===== src/rtl/decode_issue_buffer.sv =====
// rtl/decode_issue_buffer.sv - decode slot buffer between the instruction queue and the issue scoreboard
//
// Holds up to LANES decoded instructions as a contiguous oldest-first prefix.
// A new group is taken only when the buffer is empty or drains completely in
// the same cycle. Otherwise the oldest issued slots are removed and the rest
// shift down.
//
// Ports
//   clk, rst_n          clock, asynchronous active-low reset
//   flush_i             clears every slot next cycle; inputs ignored that cycle
//   in_valid_i          per-lane valid, bit 0 oldest (only the leading run of 1s is taken)
//   in_pc_i, in_inst_i  per-lane PC / instruction, lane k at [k*W +: W]
//   in_ready_o          a new group may be accepted this cycle
//   issue_cnt_i         number of oldest held slots issued this cycle (clamped)
//   out_valid_o/pc/inst held slots, slot 0 oldest
//   out_rs1/rs2/rs3/rd  register fields of each held slot
//   out_endsim_o        slot holds the end-of-simulation instruction
//   occupancy_o         number of valid slots
module decode_issue_buffer #(
    parameter int LANES = 2,
    parameter int PC_W  = 64,
    localparam int CNT_W = $clog2(LANES + 1)
) (
    input  logic                  clk,
    input  logic                  rst_n,
    input  logic                  flush_i,
    input  logic [LANES-1:0]      in_valid_i,
    input  logic [LANES*PC_W-1:0] in_pc_i,
    input  logic [LANES*32-1:0]   in_inst_i,
    output logic                  in_ready_o,
    input  logic [CNT_W-1:0]      issue_cnt_i,
    output logic [LANES-1:0]      out_valid_o,
    output logic [LANES*PC_W-1:0] out_pc_o,
    output logic [LANES*32-1:0]   out_inst_o,
    output logic [LANES*5-1:0]    out_rs1_o,
    output logic [LANES*5-1:0]    out_rs2_o,
    output logic [LANES*5-1:0]    out_rs3_o,
    output logic [LANES*5-1:0]    out_rd_o,
    output logic [LANES-1:0]      out_endsim_o,
    output logic [CNT_W-1:0]      occupancy_o
);

    localparam logic [31:0] ENDSIM_INST = 32'h0000_006b;

    logic [LANES-1:0]      valid_q, valid_d;
    logic [LANES*PC_W-1:0] pc_q, pc_d;
    logic [LANES*32-1:0]   inst_q, inst_d;

    logic [CNT_W-1:0] occ;
    logic [CNT_W-1:0] eff;
    logic [LANES-1:0] prefix;
    logic             run;
    logic             accept;

    // Valid slots are always a prefix, but a popcount keeps occupancy exact
    // without relying on that invariant.
    always_comb begin
        occ = '0;
        for (int k = 0; k < LANES; k++) begin
            occ = occ + CNT_W'(valid_q[k]);
        end
    end

    assign eff        = (issue_cnt_i < occ) ? issue_cnt_i : occ;
    assign in_ready_o = !flush_i && (eff == occ);
    assign accept     = in_ready_o && in_valid_i[0];

    // Leading run of valid lanes; a hole ends the group.
    always_comb begin
        run    = 1'b1;
        prefix = '0;
        for (int k = 0; k < LANES; k++) begin
            run       = run & in_valid_i[k];
            prefix[k] = run;
        end
    end

    always_comb begin
        valid_d = valid_q;
        pc_d    = pc_q;
        inst_d  = inst_q;
        if (flush_i) begin
            valid_d = '0;
            pc_d    = '0;
            inst_d  = '0;
        end else if (accept) begin
            for (int k = 0; k < LANES; k++) begin
                valid_d[k]              = prefix[k];
                pc_d[k*PC_W +: PC_W]    = prefix[k] ? in_pc_i[k*PC_W +: PC_W] : '0;
                inst_d[k*32 +: 32]      = prefix[k] ? in_inst_i[k*32 +: 32] : '0;
            end
        end else begin
            // Shift down by the issued count; eff == 0 degenerates to a hold.
            for (int k = 0; k < LANES; k++) begin
                if (k + int'(eff) < LANES) begin
                    valid_d[k]           = valid_q[k + int'(eff)];
                    pc_d[k*PC_W +: PC_W] = pc_q[(k + int'(eff))*PC_W +: PC_W];
                    inst_d[k*32 +: 32]   = inst_q[(k + int'(eff))*32 +: 32];
                end else begin
                    valid_d[k]           = 1'b0;
                    pc_d[k*PC_W +: PC_W] = '0;
                    inst_d[k*32 +: 32]   = '0;
                end
            end
        end
    end

    always_ff @(posedge clk or negedge rst_n) begin
        if (!rst_n) begin
            valid_q <= '0;
            pc_q    <= '0;
            inst_q  <= '0;
        end else begin
            valid_q <= valid_d;
            pc_q    <= pc_d;
            inst_q  <= inst_d;
        end
    end

    always_comb begin
        out_rs1_o    = '0;
        out_rs2_o    = '0;
        out_rs3_o    = '0;
        out_rd_o     = '0;
        out_endsim_o = '0;
        for (int k = 0; k < LANES; k++) begin
            out_rs1_o[k*5 +: 5] = inst_q[k*32 + 15 +: 5];
            out_rs2_o[k*5 +: 5] = inst_q[k*32 + 20 +: 5];
            out_rs3_o[k*5 +: 5] = inst_q[k*32 + 27 +: 5];
            out_rd_o[k*5 +: 5]  = inst_q[k*32 + 7 +: 5];
            out_endsim_o[k]     = valid_q[k] && (inst_q[k*32 +: 32] == ENDSIM_INST);
        end
    end

    assign out_valid_o = valid_q;
    assign out_pc_o    = pc_q;
    assign out_inst_o  = inst_q;
    assign occupancy_o = occ;

endmodule


===== config.mk =====
export PLATFORM = sky130hd
export DESIGN_NAME = decode_issue_buffer
export DESIGN_NICKNAME = d
export VERILOG_FILES = /design/src/rtl/decode_issue_buffer.sv
export SDC_FILE = /design/constraint.sdc
export NUM_CORES = 1
export LEC_CHECK = 0
export BUFFER_PORTS_ARGS = -buffer_cell sky130_fd_sc_hd__buf_2
export CAP_MARGIN = 20
export CORE_AREA = 10 10 160 162
export DETAILED_ROUTE_END_ITERATION = 6
export DIE_AREA = 0 0 170 172
export GPL_ROUTABILITY_DRIVEN = 0
export GPL_TIMING_DRIVEN = 0
export HOLD_SLACK_MARGIN = 0.05
export PLACE_DENSITY = 0.73
export SYNTH_ARGS = -nofsm -noshare
export SYNTH_HDL_FRONTEND = slang
export SYNTH_SLANG_ARGS = --single-unit
export TNS_END_PERCENT = 50

===== constraint.sdc =====
create_clock -name clk -period 3.57 [get_ports clk]
set_input_delay 0.357 -clock clk [delete_from_list [all_inputs] [get_ports clk]]
set_output_delay 0.357 -clock clk [all_outputs]
set_load 0.03 [all_outputs]

Word-level counts from Yosys, hierarchy flattened
Cells that the tools add are included.
{ "totals": {"elab_cells": 48, "reg_bits": 194} }
{ "classes": {"muxes": 22, "n_eq_ne": 5, "n_shift": 4, "n_bitwise": 1, "add_sub_neg": 2, "magnitude_cmp": 5, "reduce_logical": 5} }
{ "op_table": {"columns": ["operator", "count"], "rows": [
  ["two-way mux 64 bit", 6],
  ["two-way mux 128 bit", 2],
  ["two-way mux 32 bit", 4],
  ["indexed part select 128 x 32 -> 64 bit", 1],
  ["indexed part select 128 x 9 -> 64 bit", 1],
  ["== test 32 x 7 -> 1 bit, second input constant", 2],
  ["less-than comparator 32 x 3 -> 1 bit, second input constant", 2],
  ["indexed part select 64 x 8 -> 32 bit", 1],
  ["indexed part select 64 x 9 -> 32 bit", 1],
  ["two-way mux 1 bit", 7],
  ["two-way mux 2 bit", 3],
  ["inequality test 6 bit, second input constant", 1],
  ["inequality test 5 bit, second input constant", 1],
  ["logical AND 1 bit", 4],
  ["less-than comparator 2 bit, second input constant", 2],
  ["adder 1 x 2 -> 3 bit, first input constant", 1],
  ["adder 1 x 1 -> 2 bit", 1],
  ["== test 2 bit", 1],
  ["less-than comparator 2 bit", 1],
  ["AND 1 bit", 1],
  ["zero test 1 bit", 1]
]} }

Depth between registers and ports, before layout
Gate-level depths: netlist of the first run.
{ "depth": {"depth_word": 10, "depth_mapped": 10} }

Worst setup path after synthesis of the first run
OpenSTA, ideal clock, no wires.
{ "synth_path": {"kind": "flip-flop to flip-flop", "startpoint": "register valid_q[1] (netlist: out_valid_o[1])", "endpoint": "register pc_q[24] (netlist: out_pc_o[24])", "setup_time_ns": 0.136, "t_arrival_ns": 2.823, "stages_incl_launch_ff": 10, "setup_slack_ns": 0.611, "cell_sequence": "dfrtp_1 ha_1 ha_1 or4b_1 and3_1 clkbuf_1 clkbuf_1 clkbuf_1 a221oi_1 nor3_1"} }
{ "synth_via": {"elab_chain_len": 8, "elab_cells_between_ends": 11, "cone_classes": "add/sub (1); order compare (2); eq/ne (1); shift (1); mux (4); reduce/logical (2)"} }
{ "synth_lines": {"columns": ["item", "line_no", "source"], "rows": [
  ["start, declared", "45", "logic [LANES-1:0] valid_q, valid_d;"],
  ["start signal, assigned", "114", "valid_q <= valid_d;"],
  ["adder 1 x 1 -> 2 bit (*)", "60", "occ = occ + CNT_W'(valid_q[k]);"],
  ["net occupancy_o[1]", "40", "output logic [CNT_W-1:0] occupancy_o"],
  ["branches (longest 5 deep; another with less-than comparator 2 bit)", null, null],
  ["two-way mux 128 bit (*)", "86", "end else if (accept) begin"],
  ["two-way mux 128 bit (*)", "82", "if (flush_i) begin"],
  ["end signal, assigned", "115", "pc_q <= pc_d;"],
  ["end, declared", "46", "logic [LANES*PC_W-1:0] pc_q, pc_d;"]
]} }
Mark *: on every way through the listed nets, which the timed path passes.
A chain may end at the register's enable or synchronous reset.

Worst setup path in the final report of the first run
{ "layout_path": {"startpoint": "register valid_q[1] (netlist: out_valid_o[1])", "endpoint": "register pc_q[38] (netlist: out_pc_o[38])"} }
{ "layout_via": {"elab_chain_len": 8, "elab_cells_between_ends": 11, "cone_classes": "add/sub (1); order compare (2); eq/ne (1); shift (1); mux (4); reduce/logical (2)"} }
{ "layout_lines": {"columns": ["item", "line_no"], "rows": [
  ["adder 1 x 1 -> 2 bit (*)", "60"],
  ["branches (longest 5 deep; another with less-than comparator 2 bit)", null],
  ["two-way mux 128 bit (*)", "86"],
  ["two-way mux 128 bit (*)", "82"]
]} }
Every way passes the cells marked *.

==> run_results.csv, run 1 <==
group,metric,value,unit
sta,fin_crit_sh,93.39,%
yosys,synth_top_family_by_area,"compound AO/OA/AOI/OAI gates",
cts,cts_root_buf,"clkbuf_16",
route,drt-initial-drc-count,812,
route,vias,8505,
sta,skew,10.83,ps
cts,tritoncts,"done",
yosys,synth-xor-area-share,0,%
route,route.antenna.remaining_nets,0,
die,dieHeight,172,microns
yosys,synth.avg_cell_area,11.27,sq um
grt,overflow,0,
placement,hpwl,27240,microns
route,routedWlPerCell,23.70,microns
cts,htreeDepth,4,
route,viasPerCell,5.670,
cts,clk_latency,430,ps
sta,fmax,299.9,MHz
placement,io_buffers,436,
yosys,synth_nets,943,
sta,slew_headroom,33.70,%
route,route.detailed.drc,0,
power,leakage,6.178,nW
die,core_area,0.02237,sq mm
cts,cts_buffers,17,
grt,antenna_found_initial,3,
grt,grt_pass1_wl,52450,microns
power,power_frac_comb,26.1,%
sta,slew_viol_final,0,
critical_path,r2r_slack,240,ps
sta,worst_pin_slew,994.4,ps
power,p_int,3.769,mW
sta,layout_setup_ws,235.9,ps
yosys,synth.cell_area,0.008342,sq mm
grt,grt_max_degree,103,
route,drt-total-wl,35540,microns
sta,period_minus_slack,3334,ps
route,drtPass1Iterations,5,
power,vdd_drop_max,0.2509,mV
die,num_io_pins,438,
placement,post-place-ws,-560.7,ps
sta,hold_ws,143.4,ps
cells_and_area,area_growth,38.41,%
critical_path,critPathKind,"reg -> reg",
yosys,synth_cells,740,
yosys,synth_compound_area_share,20.73,%
yosys,yosysSeqAreaShare,58.20,%
sta,rsz0062_at_grt,"no",
cts,clock-sinks,194,
yosys,synthFlopType,"dfrtp_1",
critical_path,cp.required,3850,ps
cts,clock_path_buffers,2,
die,die_area,0.02924,sq mm
die,initial_utilization,37.30,%
cells_and_area,fillerInstances,2094,
cells_and_area,nets,1404,
critical_path,cp-end-kind,"flop",
sta,setup_viol,0,
power,clkPwrFrac,31.4,%
yosys,synth_warnings,0,
flow_run,cap_viol_max_count,0,
yosys,ys_types,30,
yosys,synth_seq_cells,194,
yosys,async_flop_share,100.0,%
cells_and_area,drive_gt1_share,43.86,%
grt,grt_pass1_vias,8687,
power,pwr-share-seq,42.5,%
yosys,synth_edf_count,0,
worst_hold_path,hp-class,"in -> reg",
run_status,status,"finished clean",
power,netSwitchingPower,2.107,mW
power,power_density,508.8,mW/mm^2
die,fp.dieW,170,microns
cts,clkTransAtPathRegs,80,ps
yosys,synth.area.mux_share,0,%
sta,hold_viol,0,
critical_path,crit_path_start_kind,"flop",
power,power_switching_share,35.86,%
yosys,synthSimpleGateAreaFrac,13.12,%
critical_path,cp.arrival,3620,ps
grt,track_usage,23.09,%
critical_path,path_max_fanout,10,
yosys,synth-adder-area-share,0.6000,%
die,rows,55,
-- through the flow --
stage,instances,utilization [%],cell area [sq um],power (mW),TNS (ps)
2_1_floorplan,740,-,8342,3.436,0
3_3_place_gp,1461,48.65,10880,4.037,-246870
3_5_place_dp,1463,48.85,10930,4.064,-35340
4_1_cts,1499,51.61,11540,5.914,0
5_1_grt,1500,51.63,11550,6.127,0
6_report,1500,51.63,11550,5.875,0
-- flip-flops by register name, indices dropped and copies added, names as in the netlist --
signal	flops
out_valid_o	2
out_inst_o	64
out_pc_o	128
-- Yosys cell counts, types with 3 or more instances --
master    number  area [sq um]
a22o_1        96         840.8
buf_4         41         307.8
nor2_1       100         375.4
dfrtp_1      194          4855
a221oi_1      96         840.8
buf_2          7         35.03
buf_1          9         33.78
ha_1           4         50.05
clkbuf_1      52         195.2
nand4_1        4         25.02
nor3_1        99         495.5
nor4_1         8         50.05
buf_6          3         33.78
-- final cells by class --
class	instances	area [sq um]	area share (%)
tap	285	356.6	3.088
clock inverter	13	126.4	1.094
inverter	2	7.507	0.06502
antenna	2	5.005	0.04335
buffer	111	604.3	5.234
multi-input combinational	432	2895	25.08
timing repair buffer	443	2267	19.64
sequential	194	4855	42.05
clock buffer	18	429.2	3.717
-- per-layer routing --
layer | GRT usage [%] | routed length (microns) | share of wire, %
met1 | 27.89 | 13580 | 38
met2 | 39.30 | 17590 | 49
met3 | 5.996 | 3363 | 9.5
met5 | 0 | 13 | 0.037
met4 | 7.780 | 999 | 2.8
-- layout by cell type (no fill, tap or decap), drive strengths merged, types with 2 or more instances in the layout --
master	count
a21o	2
a21oi	2
a221oi	96
a22o	96
and3	2
and4b	2
buf	502
clkbuf	69
clkinv	5
clkinvlp	3
dfrtp	194
diode	2
ha	4
inv	7
nand3	2
nand4	4
nor2	100
nor3	99
nor3b	2
nor4	8
nor4b	2
nor4bb	2
or3	2
-- worst paths after layout --
check | from | cells past startpoint | endpoint
max reg2reg | out_valid_o[1] | 9 | out_pc_o[38]
min | in_pc_i[123] | 2 | out_pc_o[123]
min in group asynchronous | rst_n | 2 | out_inst_o[27]
max | out_valid_o[1] | 9 | out_pc_o[38]
min reg2reg | out_pc_o[122] | 1 | out_pc_o[122]
max in group asynchronous | rst_n | 3 | out_pc_o[45]
-- power by group through the flow --
stage | Clock, mW | Combinational [mW] | Sequential (mW)
floorplan | 0 | 0.625 | 2.81
global placement | 0 | 1.51 | 2.53
detailed placement | 0 | 1.53 | 2.53
CTS | 1.88 | 1.54 | 2.49
global route | 1.97 | 1.64 | 2.51
finish | 1.84 | 1.53 | 2.50
-- critical path, cell delays in order (launching register included) --
cell	delay [ps]
dfrtp_1	490
ha_1	270
ha_1	320
or4b_1	590
and3_1	170
clkbuf_1	280
clkbuf_2	340
clkbuf_1	320
a221oi_1	310
nor3_1	90
-- cells by family after synthesis --
logic type | after synthesis
buffers and inverters | 114
DFF | 194
adders and majority gates | 4
and+or+nand+nor | 229
AOI/OAI and AO/OA | 199
-- what timing repair did --
item	4_1_cts	5_1_grt
endpoints found under the setup margin	137	40
hold endpoints to repair	92	0
pin swaps	2	0
resized for setup	4	4
buffers inserted	4	0
hold buffers	1	0
Power figures use the tool's default switching activity.
==> run 2, diff against run 1 <==
CAP_MARGIN = unset   (was 20)
PLACE_DENSITY = 0.68   (was 0.73)
==> run 2 against run 1 <==
  * Sequential share of layout area about the same
  * Global-route usage shrank 0.12 points
  * Non-clock buffer count decreased by 3
  * Routed wire length down 0.31%
  * First-iteration DRC count down 18%
  * Register-to-register slack got worse by 60 ps
  * Worst setup slack lost 59 ps
  * Cell area about the same
  * Cell count is essentially flat
  * Clock power barely moved
  * Power rose by 0.11%
  * Sequential power barely moved
  * Critical endpoint is now out_pc_o[79]
==> run_results.csv, run 2 (synthesized netlist as in run 1, its figures left out) <==
group,metric,value,unit
route,routedWlPerCell,23.61,microns
cells_and_area,layout_commonest_cell,"buf_2",
sta,fin_crit_sh,95.03,%
sta,slew_viol_final,0,
cells_and_area,area_growth,38.40,%
cts,clock_path_buffers,2,
grt,grt_pass1_wl,51960,microns
sta,setup_viol,0,
cts,clock-sinks,194,
cts,cts_root_buf,"clkbuf_16",
critical_path,cp-end-kind,"flop",
sta,fin_tns_setup,0,ps
route,drt-initial-drc-count,667,
route,viasPerCell,5.654,
critical_path,cp.required,3920,ps
worst_hold_path,hold_depth,2,
sta,worst_pin_slew,1016,ps
grt,grt_max_degree,100,
power,power_frac_comb,26.1,%
die,initial_utilization,37.30,%
worst_hold_path,hp-class,"in -> reg",
critical_path,reg2reg_depth,9,
route,drtPass1Iterations,5,
power,power_density,509.5,mW/mm^2
placement,dp_cells,1462,
grt,antenna_found_initial,5,
die,fp.dieW,170,microns
sta,hold_viol,0,
sta,skew,13.45,ps
critical_path,crit_path_start_kind,"flop",
critical_path,worstReg2RegEnd,"out_pc_o[79]",
sta,fmax,294.8,MHz
critical_path,r2r_slack,180,ps
sta,hold_ws,150.1,ps
critical_path,crit_end,"out_pc_o[79]",
flow_run,cap_viol_max_count,0,
cts,clkTransAtPathRegs,80,ps
critical_path,cp-startpoint,"out_valid_o[1]",
cells_and_area,instances_no_fill,1501,
cells_and_area,final_cell_area,0.01154,sq mm
power,p_int,3.785,mW
grt,grt_pass1_vias,8467,
route,route.antenna.remaining_nets,0,
cells_and_area,final_core_util,51.62,%
cts,cts_buffers,17,
route,vias,8487,
power,leakage,6.177,nW
route,route.detailed.drc,0,
run_status,status,"finished clean",
power,vdd_drop_max,0.2719,mV
sta,rsz0062_at_grt,"no",
power,netSwitchingPower,2.096,mW
sta,slew_headroom,32.25,%
placement,post-place-ws,-403.3,ps
route,drt-total-wl,35430,microns
power,power_switching_share,35.64,%
placement,io_buffers,436,
placement,dpl-instance-area,0.01092,sq mm
die,rows,55,
power,clkPwrFrac,31.6,%
cts,tritoncts,"done",
die,die_area,0.02924,sq mm
sta,layout_setup_ws,177.3,ps
die,dieHeight,172,microns
cells_and_area,layout_common_cells,"buf_2, dfrtp_1, nor2_1",
placement,hpwl,27110,microns
die,core_area,0.02237,sq mm
cells_and_area,drive_gt1_share,43.80,%
cells_and_area,nets,1401,
critical_path,worstReg2RegStart,"out_valid_o[1]",
cts,htreeDepth,4,
cells_and_area,largest_reg_flops,128,
grt,overflow,0,
critical_path,critPathKind,"reg -> reg",
sta,period_minus_slack,3393,ps
grt,track_usage,22.97,%
critical_path,cp.arrival,3740,ps
die,num_io_pins,438,
power,pwr-share-seq,42.3,%
power,power,5.882,mW
critical_path,path_max_fanout,10,
cts,clk_latency,430,ps
-- run 2: area by class of cell --
| class | instances | area (sq um) |
|---|---|---|
| antenna | 6 | 15.01 |
| sequential | 194 | 4855 |
| tap | 285 | 356.6 |
| fill | 2079 | 10820 |
| clock buffer | 18 | 439.2 |
| inverter | 2 | 7.507 |
| multi-input combinational | 432 | 2907 |
| clock inverter | 13 | 120.1 |
| buffer | 112 | 608.1 |
| timing repair buffer | 439 | 2237 |
-- run 2: timing repair --
action	in CTS	in global routing
gates resized for setup	4	6
pin swaps	1	0
buffers inserted	1	0
hold buffers	1	0
setup endpoints to repair	137	45
endpoints found under the hold margin	95	0
-- run 2: how the worst min path moves through the flow --
stage,startpoint,endpoint,slack [ps]
after floorplan,rst_n,out_inst_o[0],60
after global placement,out_pc_o[74],out_pc_o[74],500
after detailed placement,rst_n,out_pc_o[66],430
after CTS,in_pc_i[93],out_pc_o[93],130
after global routing,in_inst_i[41],out_inst_o[41],130
final,in_inst_i[43],out_inst_o[43],150
-- run 2: power groups by stage --
stage               Combinational, mW  Sequential [mW]  Clock (mW)
floorplan                       0.625             2.81           0
global placement                 1.51             2.53           0
detailed placement               1.53             2.53           0
CTS                              1.54             2.49        1.89
global route                     1.64             2.51        1.99
finish                           1.53             2.49        1.86
-- run 2: worst max-delay path: stages (launching register included) --
cell	delay [ps]
dfrtp_1	490
ha_1	280
ha_1	320
or4b_1	590
and3_1	170
clkbuf_1	260
nor3b_4	600
buf_4	310
buf_6	160
a22o_1	150
-- run 2: routing by layer --
layer / track usage (%) / part of all wire [%] / vias to the layer above
met5: 0 / 0 / -
met4: 7.437 / 2.4 / 0
met3: 6.612 / 9.2 / 45
met2: 39.32 / 51 / 484
met1: 27.27 / 38 / 4237
li1: - / - / 3721
==> run 3, diff against run 2 <==
GPL_TIMING_DRIVEN = 1   (was 0)
RECOVER_POWER = 100   (was unset)
==> run 3 against run 2 <==
  * The run now ends with capacitance limit, slew limit left
  * Global-route usage decreased by 1.1 points
  * Worst setup slack improved by 200 ps
  * Critical path depth down 2
  * Largest power group unchanged
==> run_results.csv, run 3 (synthesized netlist as in run 1, its figures left out) <==
group,metric,value,unit
run_status,status,"complete, but fails checks",
run_status,violations,"capacitance limit, slew limit",
worst_hold_path,hold_path_end,"out_pc_o[75]",
critical_path,crit_path_start_kind,"flop",
critical_path,cp_common_cell,"ha_1",
sta,setup_viol,0,
critical_path,cp.required,3910,ps
die,dieHeight,172,microns
critical_path,cp-startpoint,"out_valid_o[1]",
grt,antenna_found_initial,5,
route,route.antenna.remaining_nets,0,
critical_path,cpMaxStageDelayCell,"clkbuf_4",
die,fp.dieW,170,microns
sta,fmax,313.4,MHz
grt,grt_pass1_wl,49930,microns
cells_and_area,final_cell_area,0.01077,sq mm
route,drtPass1Iterations,5,
grt,grt_util_met3,5.654,%
sta,layout_setup_ws,379.3,ps
grt,grt_max_degree,103,
cells_and_area,layout_commonest_cell,"clkbuf_1",
grt,gr-usage-met1,26.00,%
worst_hold_path,hp-start,"in_pc_i[75]",
cells_and_area,fillerInstances,2227,
grt,overflow,0,
cells_and_area,largest_reg_flops,128,
die,initial_utilization,37.30,%
worst_hold_path,hp-class,"in -> reg",
critical_path,worstReg2RegEnd,"out_pc_o[17]",
cts,htreeDepth,4,
cells_and_area,instances_no_fill,1402,
cells_and_area,multi_input_area,0.002920,sq mm
route,drt-initial-drc-count,994,
sta,fin_tns_setup,0,ps
worst_hold_path,hold_depth,2,
sta,worst_pin_slew,2613,ps
cells_and_area,drive_gt1_share,22.82,%
die,core_area,0.02237,sq mm
cts,cts_setup_buffers,0,
critical_path,cp.arrival,3530,ps
die,rows,55,
die,die_area,0.02924,sq mm
cts,cts_root_buf,"clkbuf_16",
cts,clock-sinks,194,
route,drt-total-wl,33710,microns
cells_and_area,nets,1303,
critical_path,cp_top_family,"simple AND/OR/NAND/NOR gates",
critical_path,cp-end-kind,"flop",
critical_path,r2r_slack,380,ps
power,power_density,537.2,mW/mm^2
die,num_io_pins,438,
placement,dpl-instance-area,0.01049,sq mm
grt,busiest_layer,"met2",
route,vias,8053,
flow_run,cap_viol_max_count,1,
cells_and_area,seq_area,0.004855,sq mm
grt,grt_pass1_vias,8228,
route,route.detailed.drc,0,
power,vdd_drop_max,0.2769,mV
critical_path,cp_cell_sequence,"ha_1 > ha_1 > or4b_1 > nand3_4 > clkbuf_4 > nor2_1 > nor3_1",
cts,ctsResizeCount,0,
cts,clkTransAtPathRegs,80,ps
power,leakage,4.954,nW
critical_path,path_max_fanout,72,
cts,tritoncts,"done",
sta,hold_ws,141.6,ps
critical_path,cpPeakStageDelay,820,ps
grt,use_met2,37.27,%
cts,cts_buffers,17,
sta,hold_viol,0,
cts,clock_path_buffers,2,
cts,clk_latency,430,ps
sta,fin_crit_sh,89.38,%
route,viasPerCell,5.744,
placement,dp_cells,1365,
critical_path,critPathKind,"reg -> reg",
cells_and_area,layout_common_cells,"clkbuf_1, buf_2, dfrtp_1",
sta,slew_headroom,-74.21,%
sta,skew,12.76,ps
sta,rsz0062_at_grt,"no",
route,routedWlPerCell,24.05,microns
sta,slew_viol_final,103,
placement,hpwl,24190,microns
critical_path,worstReg2RegStart,"out_valid_o[1]",
grt,track_usage,21.91,%
critical_path,reg2reg_depth,7,
placement,post-place-ws,579.0,ps
cells_and_area,area_growth,29.07,%
placement,io_buffers,437,
sta,period_minus_slack,3191,ps
critical_path,critPathBufInv,1,
run 3: what timing repair did:
| item | 4_1_cts | 5_1_grt |
|---|---|---|
| endpoints found under the hold margin | 2 | 0 |
| hold buffers | 1 | 0 |
| setup endpoints to repair | 0 | 0 |
run 3: power by group:
part	switching (mW)	internal, mW
sequential	0.143	2.35
combinational	1.00	0.387
clock	0.949	0.954
run 3: cell type report:
cell class / count / area share, %
repair buffers: 453 / 18.86
well taps: 285 / 3.312
diodes: 4 / 0.09297
inverters: 2 / 0.06973
clock buffers: 18 / 4.079
clock inverters: 14 / 1.371
multi-input cells: 432 / 27.12
flip-flops and latches: 194 / 45.09
run 3: worst max path at each step:
stage                endpoint  slack (ps)  cells after the start
3_3_place_gp     out_pc_o[99]         660                      7
3_5_place_dp    out_pc_o[124]         580                      7
2_1_floorplan    out_pc_o[24]         610                      9
5_1_grt        out_inst_o[18]         210                      3
6_report         out_pc_o[17]         380                      7
4_1_cts         out_pc_o[124]         560                      7
run 3: layer usage:
metal,routed length (microns),share of wire (%),vias up
met5,13,0.039,-
met4,957,2.8,2
met3,2951,8.8,55
met2,17020,50,428
met1,12770,38,4043
li1,-,-,3525
run 3: metrics by stage:
stage / util (%) / power (mW)
global route: 48.13 / 6.044
CTS: 49.56 / 5.896
finish: 48.14 / 5.784
global placement: 46.89 / 3.963
floorplan: - / 3.436
detailed placement: 46.89 / 3.980
run 3: worst register-to-register path, cell delays in order, from the launching register on:
cell and delay [ps]:
dfrtp_1 430, ha_1 260, ha_1 310, or4b_1 610, nand3_4 320, clkbuf_4 820
nor2_1 200, nor3_1 160
